==> src/rtl/fda_uart_pkg.sv <==
// Shared types and constants for the buffered UART transmitter.
package fda_uart_pkg;

    // Serializer states
    typedef enum logic [1:0] {
        S_IDLE  = 2'd0,
        S_START = 2'd1,
        S_DATA  = 2'd2,
        S_STOP  = 2'd3
    } tx_state_e;

    // 100 MHz system clock / 115200 baud
    localparam int unsigned CLKS_PER_BIT_DEF = 868;

    // Start + 8 data + stop
    localparam int unsigned FRAME_BITS = 10;
    localparam int unsigned DATA_BITS  = 8;

endpackage

==> src/rtl/uart_tx_buffered_if.sv <==
// Byte-write / status bundle between the command FSM and the buffered transmitter.
interface uart_tx_buffered_if #(
    parameter int unsigned FIFO_AW = 4
) ();

    logic [7:0]       txData;
    logic             txDataWr;
    logic             clrOverflow;
    logic             tx;
    logic             txBusy;
    logic             fifoFull;
    logic             fifoEmpty;
    logic [FIFO_AW:0] fifoCount;
    logic             overflow;

    // Producer side: command FSM (or bench)
    modport master (
        output txData, txDataWr, clrOverflow,
        input  tx, txBusy, fifoFull, fifoEmpty, fifoCount, overflow
    );

    // Transmitter side
    modport slave (
        input  txData, txDataWr, clrOverflow,
        output tx, txBusy, fifoFull, fifoEmpty, fifoCount, overflow
    );

endinterface

==> src/rtl/sync_fifo_byte.sv <==
// 8-bit synchronous first-word-fall-through FIFO with registered flags.
module sync_fifo_byte #(
    parameter int unsigned AW = 4
) (
    input  logic          clk,
    input  logic          rst,
    input  logic          i_wr,
    input  logic [7:0]    i_wdata,
    input  logic          i_rd,
    output logic [7:0]    o_rdata_c,
    output logic          o_full,
    output logic          o_empty,
    output logic [AW:0]   o_count
);

    localparam int unsigned DEPTH = 1 << AW;

    logic [7:0]    r_mem [DEPTH];
    logic [AW-1:0] r_wptr;
    logic [AW-1:0] r_rptr;
    logic [AW:0]   r_count;
    logic          r_full;
    logic          r_empty;

    logic          w_wr_ok;
    logic          w_rd_ok;
    logic [AW:0]   w_count_nxt;

    // A write while full is dropped regardless of a simultaneous pop
    assign w_wr_ok = i_wr && !r_full;
    assign w_rd_ok = i_rd && !r_empty;

    // Next occupancy: write-only +1, pop-only -1, both or neither unchanged
    always_comb begin
        w_count_nxt = r_count;
        if (w_wr_ok && !w_rd_ok) begin
            w_count_nxt = r_count + (AW+1)'(1);
        end else if (!w_wr_ok && w_rd_ok) begin
            w_count_nxt = r_count - (AW+1)'(1);
        end
    end

    // Storage array, no reset needed since pointers define validity
    always_ff @(posedge clk) begin
        if (w_wr_ok) begin
            r_mem[r_wptr] <= i_wdata;
        end
    end

    // Pointers, count and registered flags
    always_ff @(posedge clk) begin
        if (rst) begin
            r_wptr  <= '0;
            r_rptr  <= '0;
            r_count <= '0;
            r_full  <= 1'b0;
            r_empty <= 1'b1;
        end else begin
            if (w_wr_ok) begin
                r_wptr <= r_wptr + AW'(1);
            end
            if (w_rd_ok) begin
                r_rptr <= r_rptr + AW'(1);
            end
            r_count <= w_count_nxt;
            r_full  <= (w_count_nxt == (AW+1)'(DEPTH));
            r_empty <= (w_count_nxt == '0);
        end
    end

    assign o_rdata_c = r_mem[r_rptr];
    assign o_full    = r_full;
    assign o_empty   = r_empty;
    assign o_count   = r_count;

endmodule

==> src/rtl/uart_tx_buffered.sv <==
// Buffered 8N1 UART transmitter: byte FIFO feeding a serializer FSM.
module uart_tx_buffered
    import fda_uart_pkg::*;
#(
    parameter int unsigned CLKS_PER_BIT = CLKS_PER_BIT_DEF,
    parameter int unsigned FIFO_AW      = 4
) (
    input  logic                 clk,
    input  logic                 rst,
    uart_tx_buffered_if.slave    bus
);

    localparam int unsigned BAUD_W = (CLKS_PER_BIT > 1) ? $clog2(CLKS_PER_BIT) : 1;

    tx_state_e         r_state;
    logic [BAUD_W-1:0] r_baud;
    logic [2:0]        r_bit;
    logic [7:0]        r_shift;
    logic              r_tx;
    logic              r_overflow;

    logic              w_pop;
    logic              w_baud_done;
    logic [7:0]        w_head;
    logic              w_full;
    logic              w_empty;
    logic [FIFO_AW:0]  w_count;

    sync_fifo_byte #(
        .AW (FIFO_AW)
    ) u_fifo (
        .clk       (clk),
        .rst       (rst),
        .i_wr      (bus.txDataWr),
        .i_wdata   (bus.txData),
        .i_rd      (w_pop),
        .o_rdata_c (w_head),
        .o_full    (w_full),
        .o_empty   (w_empty),
        .o_count   (w_count)
    );

    assign w_pop       = (r_state == S_IDLE) && !w_empty;
    assign w_baud_done = (r_baud == BAUD_W'(CLKS_PER_BIT - 1));

    // Serializer FSM with baud/bit counters; tx registered from current state and shift reg
    always_ff @(posedge clk) begin
        if (rst) begin
            r_state <= S_IDLE;
            r_baud  <= '0;
            r_bit   <= '0;
            r_shift <= '0;
            r_tx    <= 1'b1;
        end else begin
            case (r_state)
                S_START: r_tx <= 1'b0;
                S_DATA:  r_tx <= r_shift[0];
                default: r_tx <= 1'b1;
            endcase

            case (r_state)
                S_IDLE: begin
                    if (!w_empty) begin
                        r_shift <= w_head;
                        r_bit   <= '0;
                        r_baud  <= '0;
                        r_state <= S_START;
                    end
                end
                S_START: begin
                    if (w_baud_done) begin
                        r_baud  <= '0;
                        r_state <= S_DATA;
                    end else begin
                        r_baud <= r_baud + BAUD_W'(1);
                    end
                end
                S_DATA: begin
                    if (w_baud_done) begin
                        r_baud  <= '0;
                        r_shift <= {1'b0, r_shift[7:1]};
                        if (r_bit == 3'd7) begin
                            r_state <= S_STOP;
                        end else begin
                            r_bit <= r_bit + 3'd1;
                        end
                    end else begin
                        r_baud <= r_baud + BAUD_W'(1);
                    end
                end
                S_STOP: begin
                    if (w_baud_done) begin
                        r_baud  <= '0;
                        r_state <= S_IDLE;
                    end else begin
                        r_baud <= r_baud + BAUD_W'(1);
                    end
                end
                default: begin
                    r_state <= S_IDLE;
                end
            endcase
        end
    end

    // Sticky overflow: a dropped write beats a same-cycle clear
    always_ff @(posedge clk) begin
        if (rst) begin
            r_overflow <= 1'b0;
        end else if (bus.txDataWr && w_full) begin
            r_overflow <= 1'b1;
        end else if (bus.clrOverflow) begin
            r_overflow <= 1'b0;
        end
    end

    assign bus.tx        = r_tx;
    assign bus.txBusy    = !w_empty || (r_state != S_IDLE);
    assign bus.fifoFull  = w_full;
    assign bus.fifoEmpty = w_empty;
    assign bus.fifoCount = w_count;
    assign bus.overflow  = r_overflow;

endmodule
==> src/flat_wrapper.sv <==
// flat-port wrapper written by rule: the top's interface ports become plain ports
module uart_tx_buffered_flat import fda_uart_pkg::*;
#(
    parameter int unsigned CLKS_PER_BIT = CLKS_PER_BIT_DEF,
    parameter int unsigned FIFO_AW      = 4
)
  (clk, rst, bus_txData, bus_txDataWr, bus_clrOverflow, bus_tx, bus_txBusy, bus_fifoFull, bus_fifoEmpty, bus_fifoCount, bus_overflow);
  uart_tx_buffered_if #(.FIFO_AW(FIFO_AW)) bus_i ();
  input  logic clk;
  input  logic rst;
  input wire logic [$bits(bus_i.txData)-1:0] bus_txData;
  input wire logic [$bits(bus_i.txDataWr)-1:0] bus_txDataWr;
  input wire logic [$bits(bus_i.clrOverflow)-1:0] bus_clrOverflow;
  output wire logic [$bits(bus_i.tx)-1:0] bus_tx;
  output wire logic [$bits(bus_i.txBusy)-1:0] bus_txBusy;
  output wire logic [$bits(bus_i.fifoFull)-1:0] bus_fifoFull;
  output wire logic [$bits(bus_i.fifoEmpty)-1:0] bus_fifoEmpty;
  output wire logic [$bits(bus_i.fifoCount)-1:0] bus_fifoCount;
  output wire logic [$bits(bus_i.overflow)-1:0] bus_overflow;
  assign bus_i.txData = bus_txData;
  assign bus_i.txDataWr = bus_txDataWr;
  assign bus_i.clrOverflow = bus_clrOverflow;
  assign bus_tx = bus_i.tx;
  assign bus_txBusy = bus_i.txBusy;
  assign bus_fifoFull = bus_i.fifoFull;
  assign bus_fifoEmpty = bus_i.fifoEmpty;
  assign bus_fifoCount = bus_i.fifoCount;
  assign bus_overflow = bus_i.overflow;
  uart_tx_buffered #(.CLKS_PER_BIT(CLKS_PER_BIT), .FIFO_AW(FIFO_AW)) u_core (.clk(clk), .rst(rst), .bus(bus_i));
endmodule
==> config.mk <==
export PLATFORM = sky130hd
export DESIGN_NAME = uart_tx_buffered_flat
export DESIGN_NICKNAME = d
export VERILOG_FILES = /design/src/rtl/fda_uart_pkg.sv /design/src/rtl/uart_tx_buffered_if.sv /design/src/rtl/sync_fifo_byte.sv /design/src/rtl/uart_tx_buffered.sv /design/src/flat_wrapper.sv
export SDC_FILE = /design/constraint.sdc
export NUM_CORES = 1
export LEC_CHECK = 0
export CAP_MARGIN = 20
export CORE_ASPECT_RATIO = 1.75
export CORE_UTILIZATION = 40
export CTS_BUF_LIST = sky130_fd_sc_hd__clkbuf_16
export DETAILED_ROUTE_END_ITERATION = 10
export PLACE_DENSITY = 0.59
export REMOVE_ABC_BUFFERS = 1
export SLEW_MARGIN = 10
export SYNTH_ARGS = -nofsm -noshare
export SYNTH_HDL_FRONTEND = slang
export SYNTH_SLANG_ARGS = --single-unit
export TNS_END_PERCENT = 50
==> constraint.sdc <==
create_clock -name clk -period 4.96 [get_ports clk]
set_input_delay 0.744 -clock clk [delete_from_list [all_inputs] [get_ports clk]]
set_output_delay 0.744 -clock clk [all_outputs]
set_load 0.01 [all_outputs]
==> impl_metrics.ini, run 1 <==
[logic_synthesis]
synth_area_per_cell_um2 = 16.0
synth_edf_count = 128
yosys_register_bits = 172
syn_area_um2 = 7000
yosys.area.top_type = edfxtp_1
synth_cells = 438
synthTopCellsByArea = edfxtp_1 55%, dfxtp_1 13%, mux4_2 11%, ha_1 2.7%, nor2_1 2.0%
yosys_warnings = 0
synth_cell_types = 49
ys.flop_type = edfxtp_1
synth_top_area_share_pct = 54.9
async_flop_share_pct = 0
synth-seq-area-share_pct = 67.5

[die]
dieArea_um2 = 18000
dieHeight_um = 177
die_width_um = 102
core_area_um2 = 17000
boundaryPins = 22
rows = 63
start_util_pct = 41.1

[timing]
max_clock_freq_ghz = 0.332
final_hold_viol_count = 0
setup_viol = 0
worst_slew_margin_rel_pct = 32.3
skew_ns = 0.00867
rsz0062_at_grt = no
setup_tns_ns = 0
worst_pin_slew_ns = 1.01
period_share_pct = 60.7
finalMaxSlewViolations = 0
fin_crit_ns = 3.01

[critical_path]
crit_path_cell_trace = inv_1 -> ha_1 -> and2_2 -> clkinv_1 -> clkdlybuf4s50_1
critPathMaxFanout = 10
critPathLaunchType = register
required_ns = 4.22
critPathMaxStageDelay_ns = 0.57
r2r_setup_slack_ns = 2.64
cp_slowest_cell = clkdlybuf4s50_1
worstSetupPathType = register to primary output
arrival_ns = 2.26
endpoint_kind = primary output

[cells_and_area]
diodes = 0
final_layout_size_suffix_gt1_share_pct = 20.4
area_growth_pct = 14.8
fillCellCount = 1486
fin_util_pct = 47.2
layout_common_cells = 128 x edfxtp_1, 43 x dfxtp_1, 37 x nor2_1, 33 x mux4_2, 29 x nand2_1
fin_nets = 495
final_common_cell = edfxtp_1

[clock_network]
cts-resized-gates = 0
cts_root_buffer = clkbuf_16
ctsLongestPathBuffers = 2
clk_latency_ns = 0.41
cts_tree = yes
cts.reportedPaths.clkPinSlew_ns = 0.07
cts-hold-fix-buffers = 0
cts_buffers = 17
postCtsSetupRepairBufs = 0
clock-sinks = 172
htreeDepth = 4

[routing]
vias = 3752
wire_per_inst_um = 20.1
drc = 0
antenna_left = 0
vias_per_cell = 5.30
drtIter0Drc = 115
dr.pass1.iters = 4
totalWireLength_um = 14200

[global_routing]
grt_max_degree = 33
antenna_found_initial = 0
grt_pass1_wl_um = 21800
grt_usage_pct = 17.0
gr-total-overflow = 0
grt_pass1_vias = 3941

[place]
gp_congestion = 0.771
dp_hpwl_um = 9800
portBuffers = 21

[power]
p_leak_nw = 2.61
power_switching_mw = 1.10
combPwrFrac_pct = 21.3
peakVddDrop_v = 0.000240
clkPwrFrac_pct = 34.1
power_frac_seq_pct = 44.6
intPower_mw = 2.74
switching_share_pct = 28.7
power_density_nw_per_um2 = 478

[status]
outcome = completed

[job]
drv_cap = 0

[hold_path]
min_path_type = register to register
## registers in the layout, indices dropped and copies added (netlist names), 2 cells and up, named ones only
register               cells
u_core.u_fifo.r_wptr       4
u_core.u_fifo.o_count      5
u_core.u_fifo.r_rptr       4
u_core.r_bit               3
u_core.r_baud             10
u_core.r_shift             8
u_core.u_fifo.r_mem      128
u_core.r_state             2
## through the flow
| stage | instances | hold slack, ns | worst slack [ns] | power, mW | cell area, um^2 |
|---|---|---|---|---|---|
| 4_1_cts | 706 | 0.479 | 1.93 | 3.87 | 8010 |
| 5_1_grt | 708 | 0.509 | 1.75 | 4.01 | 8030 |
| 3_3_place_gp | 673 | 0.459 | 1.89 | 2.55 | 7420 |
| 2_1_floorplan | 420 | 0.448 | 2.09 | 2.29 | 6890 |
| 6_report | 708 | 0.475 | 1.95 | 3.84 | 8030 |
| 3_5_place_dp | 674 | 0.465 | 1.85 | 2.57 | 7430 |
## power by group through the flow
stage                     sequential [mW]  clock [mW]  combinational, mW
final                                1.71        1.31              0.818
after global routing                 1.73        1.38              0.894
after CTS                            1.73        1.33              0.814
after detailed placement             1.76           0              0.812
after global placement               1.75           0              0.798
after floorplan                      1.79           0              0.493
## final timing paths
path                        from             endpoint  cells after the start
max reg2reg             register    u_core.r_shift[0]                      6
min reg2reg  u_core.bus.overflow  u_core.bus.overflow                      2
min          u_core.bus.overflow  u_core.bus.overflow                      2
max            u_core.r_state[1]           bus_txBusy                      5
## cell type report
cell class                      count  area [um^2]  area share, %
Clock inverter                     15          156           1.95
Inverter                            8         30.0          0.374
Sequential cell                   172         4730           58.8
Tap cell                          227          284           3.54
Timing Repair Buffer               29          273           3.40
Multi-Input combinational cell    240         2140           26.6
Clock buffer                       17          425           5.30
## per-layer routing
layer	share of wire, %	global-route usage, %	vias up
li1	-	-	1738
met4	3.5	7.98	0
met3	1.9	3.04	23
met2	58	32.6	66
met1	37	17.2	1925
met5	0	0	-
## cell usage after synthesis, types with 2 or more instances
master / n
mux4_2: 33
buf_1: 2
dfxtp_1: 44
buf_6: 3
nor2_1: 37
and3_1: 2
nand4_1: 5
a21oi_1: 10
mux2_2: 8
nor3_1: 11
nand2_1: 29
a22o_2: 2
ha_1: 15
or2_2: 2
o21ai_0: 12
or3_4: 2
inv_1: 7
clkbuf_1: 9
edfxtp_1: 128
a211oi_1: 3
nand3_1: 8
nor4_1: 2
mux2i_1: 8
nor2b_1: 2
nand2b_1: 8
buf_2: 2
and4_1: 2
a221o_2: 7
xnor2_1: 3
xor2_1: 13
## critical path: cells and delay by family, from the launching register on
kind | cells | cell delay (ns)
buf+inv | 3 | 1.00
flops | 1 | 0.33
simple gates | 1 | 0.28
fa+ha+maj | 1 | 0.25
## kinds of logic after synthesis
| group | share of synthesized area [%] |
|---|---|
| DFF | 67.5 |
| xor gates and xnor gates | 2.00 |
| AOI/OAI and AO/OA | 4.35 |
| adders and majority gates | 2.68 |
| and+or+nand+nor | 8.42 |
| buffers and inverters | 1.95 |
| muxes | 13.1 |
Power figures use the tool's default switching activity.
==> inputs of run 2 (changes only) <==
PLACE_DENSITY = 0.61   (was 0.59)
clock period = 2.65 ns   (was 4.96 ns; I/O delays follow)
==> run 2 against run 1 <==
Compared with the run above:
- register-to-register slack lost 2.2 ns
- total power grew 88%
- routed wire length fell by 4.5%
- cell count grew 2.4%
- flip-flop and latch count did not move
- sequential power rose by 89%
- hold slack better by 0.0027 ns
- first-iteration DRC count up 110%
- count of clock-buffer cells in the layout rose by 2
- via count rose by 1.5%
- clock power up 85%
- design area rose by 1.9%
==> impl_metrics.ini, run 2 (synthesized netlist as in run 1, its figures left out) <==
[routing]
totalWireLength_um = 13600
drtIter0Drc = 247
dr.pass1.iters = 4
drc = 0
wire_per_inst_um = 18.7
vias_per_cell = 5.25
vias = 3807
antenna_left = 0

[die]
boundaryPins = 22
start_util_pct = 41.1
rows = 63
dieArea_um2 = 18000
dieHeight_um = 177
die_width_um = 102
core_area_um2 = 17000

[timing]
skew_ns = 0.0108
fin_crit_ns = 2.51
final_hold_viol_count = 0
rsz0062_at_grt = no
finalMaxSlewViolations = 0
setup_ws_ns = 0.136
worst_slew_margin_rel_pct = 30.7
period_share_pct = 94.9
worst_pin_slew_ns = 1.03
max_clock_freq_ghz = 0.398
setup_viol = 0

[critical_path]
reg2reg_depth = 8
arrival_ns = 2.12
critPathLaunchType = register
critPathMaxStageDelay_ns = 0.55
endpoint_kind = primary output
required_ns = 2.25
cp-startpoint = u_core.r_state[0]
critPathMaxFanout = 10
cp_slowest_cell = clkdlybuf4s50_1
worstSetupPathType = register to primary output
cp_top_family = buffers and inverters
worstSetupPathDepth = 5
r2r_start = u_core.r_state[0]
worst-path-buf-inv = 3
crit_path_cell_trace = inv_1 -> ha_1 -> and2_2 -> clkinv_2 -> clkdlybuf4s50_1

[clock_network]
htreeDepth = 4
cts-hold-fix-buffers = 0
ctsLongestPathBuffers = 2
clock-sinks = 172
clk_latency_ns = 0.42
postCtsSetupRepairBufs = 0
cts-resized-gates = 1
cts_tree = yes
cts_root_buffer = clkbuf_16
cts_buffers = 17
cts.reportedPaths.clkPinSlew_ns = 0.07

[global_routing]
grt_max_degree = 30
antenna_found_initial = 0
grt_pass1_wl_um = 21300
grt_usage_pct = 16.6
gr-total-overflow = 0
grt_pass1_vias = 4016

[cells_and_area]
area_growth_pct = 17.0
final_layout_size_suffix_gt1_share_pct = 23.3
top_register = u_core.u_fifo.r_mem
final_common_cell = edfxtp_1
top_regs = u_core.u_fifo.r_mem x128, u_core.r_baud x10, u_core.r_shift x8
fin_util_pct = 48.1
fin_nets = 512
largest_register_ffs = 128
final_cell_area_um2 = 8180
diodes = 0
layout_common_cells = 128 x edfxtp_1, 43 x dfxtp_1, 37 x nor2_1, 33 x mux4_2, 29 x nand2_1

[place]
gp_congestion = 0.732
place_ws_ns = 0.413
dp_hpwl_um = 9420
dpl-instance-area_um2 = 7600
portBuffers = 21

[hold_path]
min_path_type = register to register
hp-start = u_core.bus.overflow
worstHoldPathCells = 2

[status]
outcome = completed

[power]
power_density_nw_per_um2 = 880
peakVddDrop_v = 0.000395
p_leak_nw = 2.72

[job]
drv_cap = 0
==> run 2: cell types whose count changed in the layout (fill, tap and decap cells not counted), sizes merged <==
cell and delta:
clkinv +1, clkinvlp -3, clkbuf +2, buf +17
==> run 2: final timing paths <==
path                               to  slack [ns]
setup / recovery           bus_txBusy        0.14
hold / removal    u_core.bus.overflow        0.48
hold reg to reg   u_core.bus.overflow        0.48
setup reg to reg    u_core.r_shift[6]        0.46
==> run 2: power by group <==
group	internal, mW	switching [mW]	leakage, nW	total (mW)
combinational	0.789	0.748	0.908	1.54
clock	1.41	1.02	0.301	2.42
sequential	3.07	0.171	1.51	3.24
==> run 2: final cells by class <==
type	count	area, um^2
Sequential cell	172	4730
Timing Repair Buffer	46	423
Multi-Input combinational cell	240	2130
Fill cell	1505	8840
Clock inverter	13	109
Inverter	8	31.3
Clock buffer	19	475
Tap cell	227	284
==> run 2: metrics by stage <==
step	hold slack, ns	setup TNS (ns)	std cells	power (mW)
after floorplan	0.448	-1.68	420	4.28
after global placement	0.460	0	693	4.80
after detailed placement	0.467	0	693	4.85
after CTS	0.483	0	725	7.28
after global routing	0.512	0	725	7.53
final	0.477	0	725	7.20
==> run 2: tightest hold or removal path, delay by kind of cell, from the launching register on <==
family	cells	cell delay (ns)
flops	1	0.31
compound gates	1	0.05
simple gates	1	0.07
==> run 2: per-layer routing <==
metal	up-vias	track usage [%]	routed length, um
met5	-	0	0
met4	0	6.49	249
met3	17	4.07	278
met2	49	31.0	7910
met1	1965	17.3	5130
li1	1776	-	-
==> inputs of run 3 (changes only) <==
PLACE_DENSITY = default   (was 0.61)
PLACE_DENSITY_LB_ADDON = 0.08   (was default)
==> run 3 against run 2 <==
Compared with the run above:
- fmax rose by 2.9%
- hold slack got worse by 0.0018 ns
- first-iteration DRC count fell by 68%
- global-route usage rose by 0.43 points
- clock power fell by 2%
- sequential share of layout area did not move
- critical endpoint unchanged
- highest routed layer unchanged
==> impl_metrics.ini, run 3 (synthesized netlist as in run 1, its figures left out) <==
[timing]
worst_slew_margin_rel_pct = 59.2
final_hold_viol_count = 0
finalMaxSlewViolations = 0
worst_pin_slew_ns = 0.611
setup_viol = 0
setup_ws_ns = 0.206
period_share_pct = 92.2
skew_ns = 0.00834
rsz0062_at_grt = no
max_clock_freq_ghz = 0.409
fin_crit_ns = 2.44

[clock_network]
cts_tree = yes
cts_buffers = 17
clock-sinks = 172
cts-resized-gates = 0
clk_latency_ns = 0.43
htreeDepth = 4
cts_root_buffer = clkbuf_16
cts-hold-fix-buffers = 0
postCtsSetupRepairBufs = 0
ctsLongestPathBuffers = 2
cts.reportedPaths.clkPinSlew_ns = 0.07

[place]
dpl-instance-area_um2 = 7620
gp_congestion = 0.774
portBuffers = 21
dp.cells = 695
place_ws_ns = 0.404
dp_hpwl_um = 9570

[critical_path]
r2r_setup_slack_ns = 0.55
critPathMaxStageDelay_ns = 0.50
cp_top_family = buffers and inverters
cp-startpoint = u_core.r_state[1]
reg2reg_to = u_core.r_shift[6]
required_ns = 2.25
critPathMaxFanout = 8
critPathLaunchType = register
worstSetupPathType = register to primary output
r2r_start = u_core.r_baud[0]
reg2reg_depth = 6
cp_slowest_cell = clkdlybuf4s50_1
crit_path_cell_trace = inv_1 -> ha_1 -> and2_2 -> clkinv_1 -> clkdlybuf4s50_1
worst-path-buf-inv = 3
arrival_ns = 2.05
endpoint_kind = primary output

[die]
boundaryPins = 22
core_area_um2 = 17000
dieHeight_um = 177
start_util_pct = 41.1
dieArea_um2 = 18000
die_width_um = 102
rows = 63

[global_routing]
gr-total-overflow = 0
grt_max_degree = 26
grt_pass1_vias = 3947
antenna_found_initial = 0
grt_pass1_wl_um = 21500
grt_usage_pct = 17.0

[power]
power_density_nw_per_um2 = 873
p_leak_nw = 2.70
peakVddDrop_v = 0.000408
finalPower_mw = 7.15

[cells_and_area]
fin_util_pct = 48.1
fin_nets = 514
fillCellCount = 1532
diodes = 0
final_common_cell = edfxtp_1
largest_register_ffs = 128
final_layout_size_suffix_gt1_share_pct = 23.4
top_register = u_core.u_fifo.r_mem
layout_common_cells = 128 x edfxtp_1, 43 x dfxtp_1, 37 x nor2_1, 33 x mux4_2, 29 x nand2_1
final_cell_area_um2 = 8180
top_regs = u_core.u_fifo.r_mem x128, u_core.r_baud x10, u_core.r_shift x8
area_growth_pct = 17.0
final_cells = 727

[routing]
vias_per_cell = 5.11
drc = 0
totalWireLength_um = 13800
wire_per_inst_um = 18.9
drtIter0Drc = 78
vias = 3715
dr.pass1.iters = 4
antenna_left = 0

[hold_path]
min_path_type = register to register
hp-start = u_core.bus.overflow
worstHoldPathCells = 2
hold-path-endpoint = u_core.bus.overflow

[job]
drv_cap = 0

[status]
outcome = completed
## run 3: worst max-delay path by stage
stage	end	cells after the start
finish	bus_txBusy	5
global placement	u_core.u_fifo.o_empty	7
CTS	bus_txBusy	5
global route	bus_txBusy	5
detailed placement	u_core.u_fifo.o_empty	7
floorplan	u_core.r_shift[0]	5
## run 3: through the flow
| stage | hold slack [ns] | setup TNS (ns) |
|---|---|---|
| 2_1_floorplan | 0.448 | -1.68 |
| 3_3_place_gp | 0.461 | 0 |
| 3_5_place_dp | 0.463 | 0 |
| 4_1_cts | 0.473 | 0 |
| 5_1_grt | 0.498 | 0 |
| 6_report | 0.476 | 0 |
## run 3: worst register-to-register path, delay by kind of cell (launching register included)
family / cells / cell delay (ns)
compound gates: 2 / 0.61
flops: 1 / 0.38
fa+ha+maj: 1 / 0.23
simple gates: 3 / 0.77
## run 3: area by class of cell
| type | count | area [um^2] | area share [%] |
|---|---|---|---|
| flip-flops and latches | 172 | 4730 | 57.8 |
| multi-input cells | 240 | 2130 | 26.1 |
| repair buffers | 48 | 450 | 5.50 |
| clock buffers | 17 | 425 | 5.20 |
| well taps | 227 | 284 | 3.47 |
| clock inverters | 15 | 133 | 1.62 |
| inverters | 8 | 30.0 | 0.367 |
## run 3: power breakdown
group / internal, mW / switching [mW]
Sequential: 3.07 / 0.131
Clock: 1.24 / 1.13
Combinational: 0.798 / 0.786
## run 3: metal layers
metal | vias to the layer above | wire, um | track usage (%)
met3 | 18 | 265 | 3.32
met5 | - | 0 | 0
met1 | 1866 | 5260 | 17.9
met4 | 0 | 276 | 7.74
li1 | 1789 | - | -
met2 | 42 | 7970 | 31.8
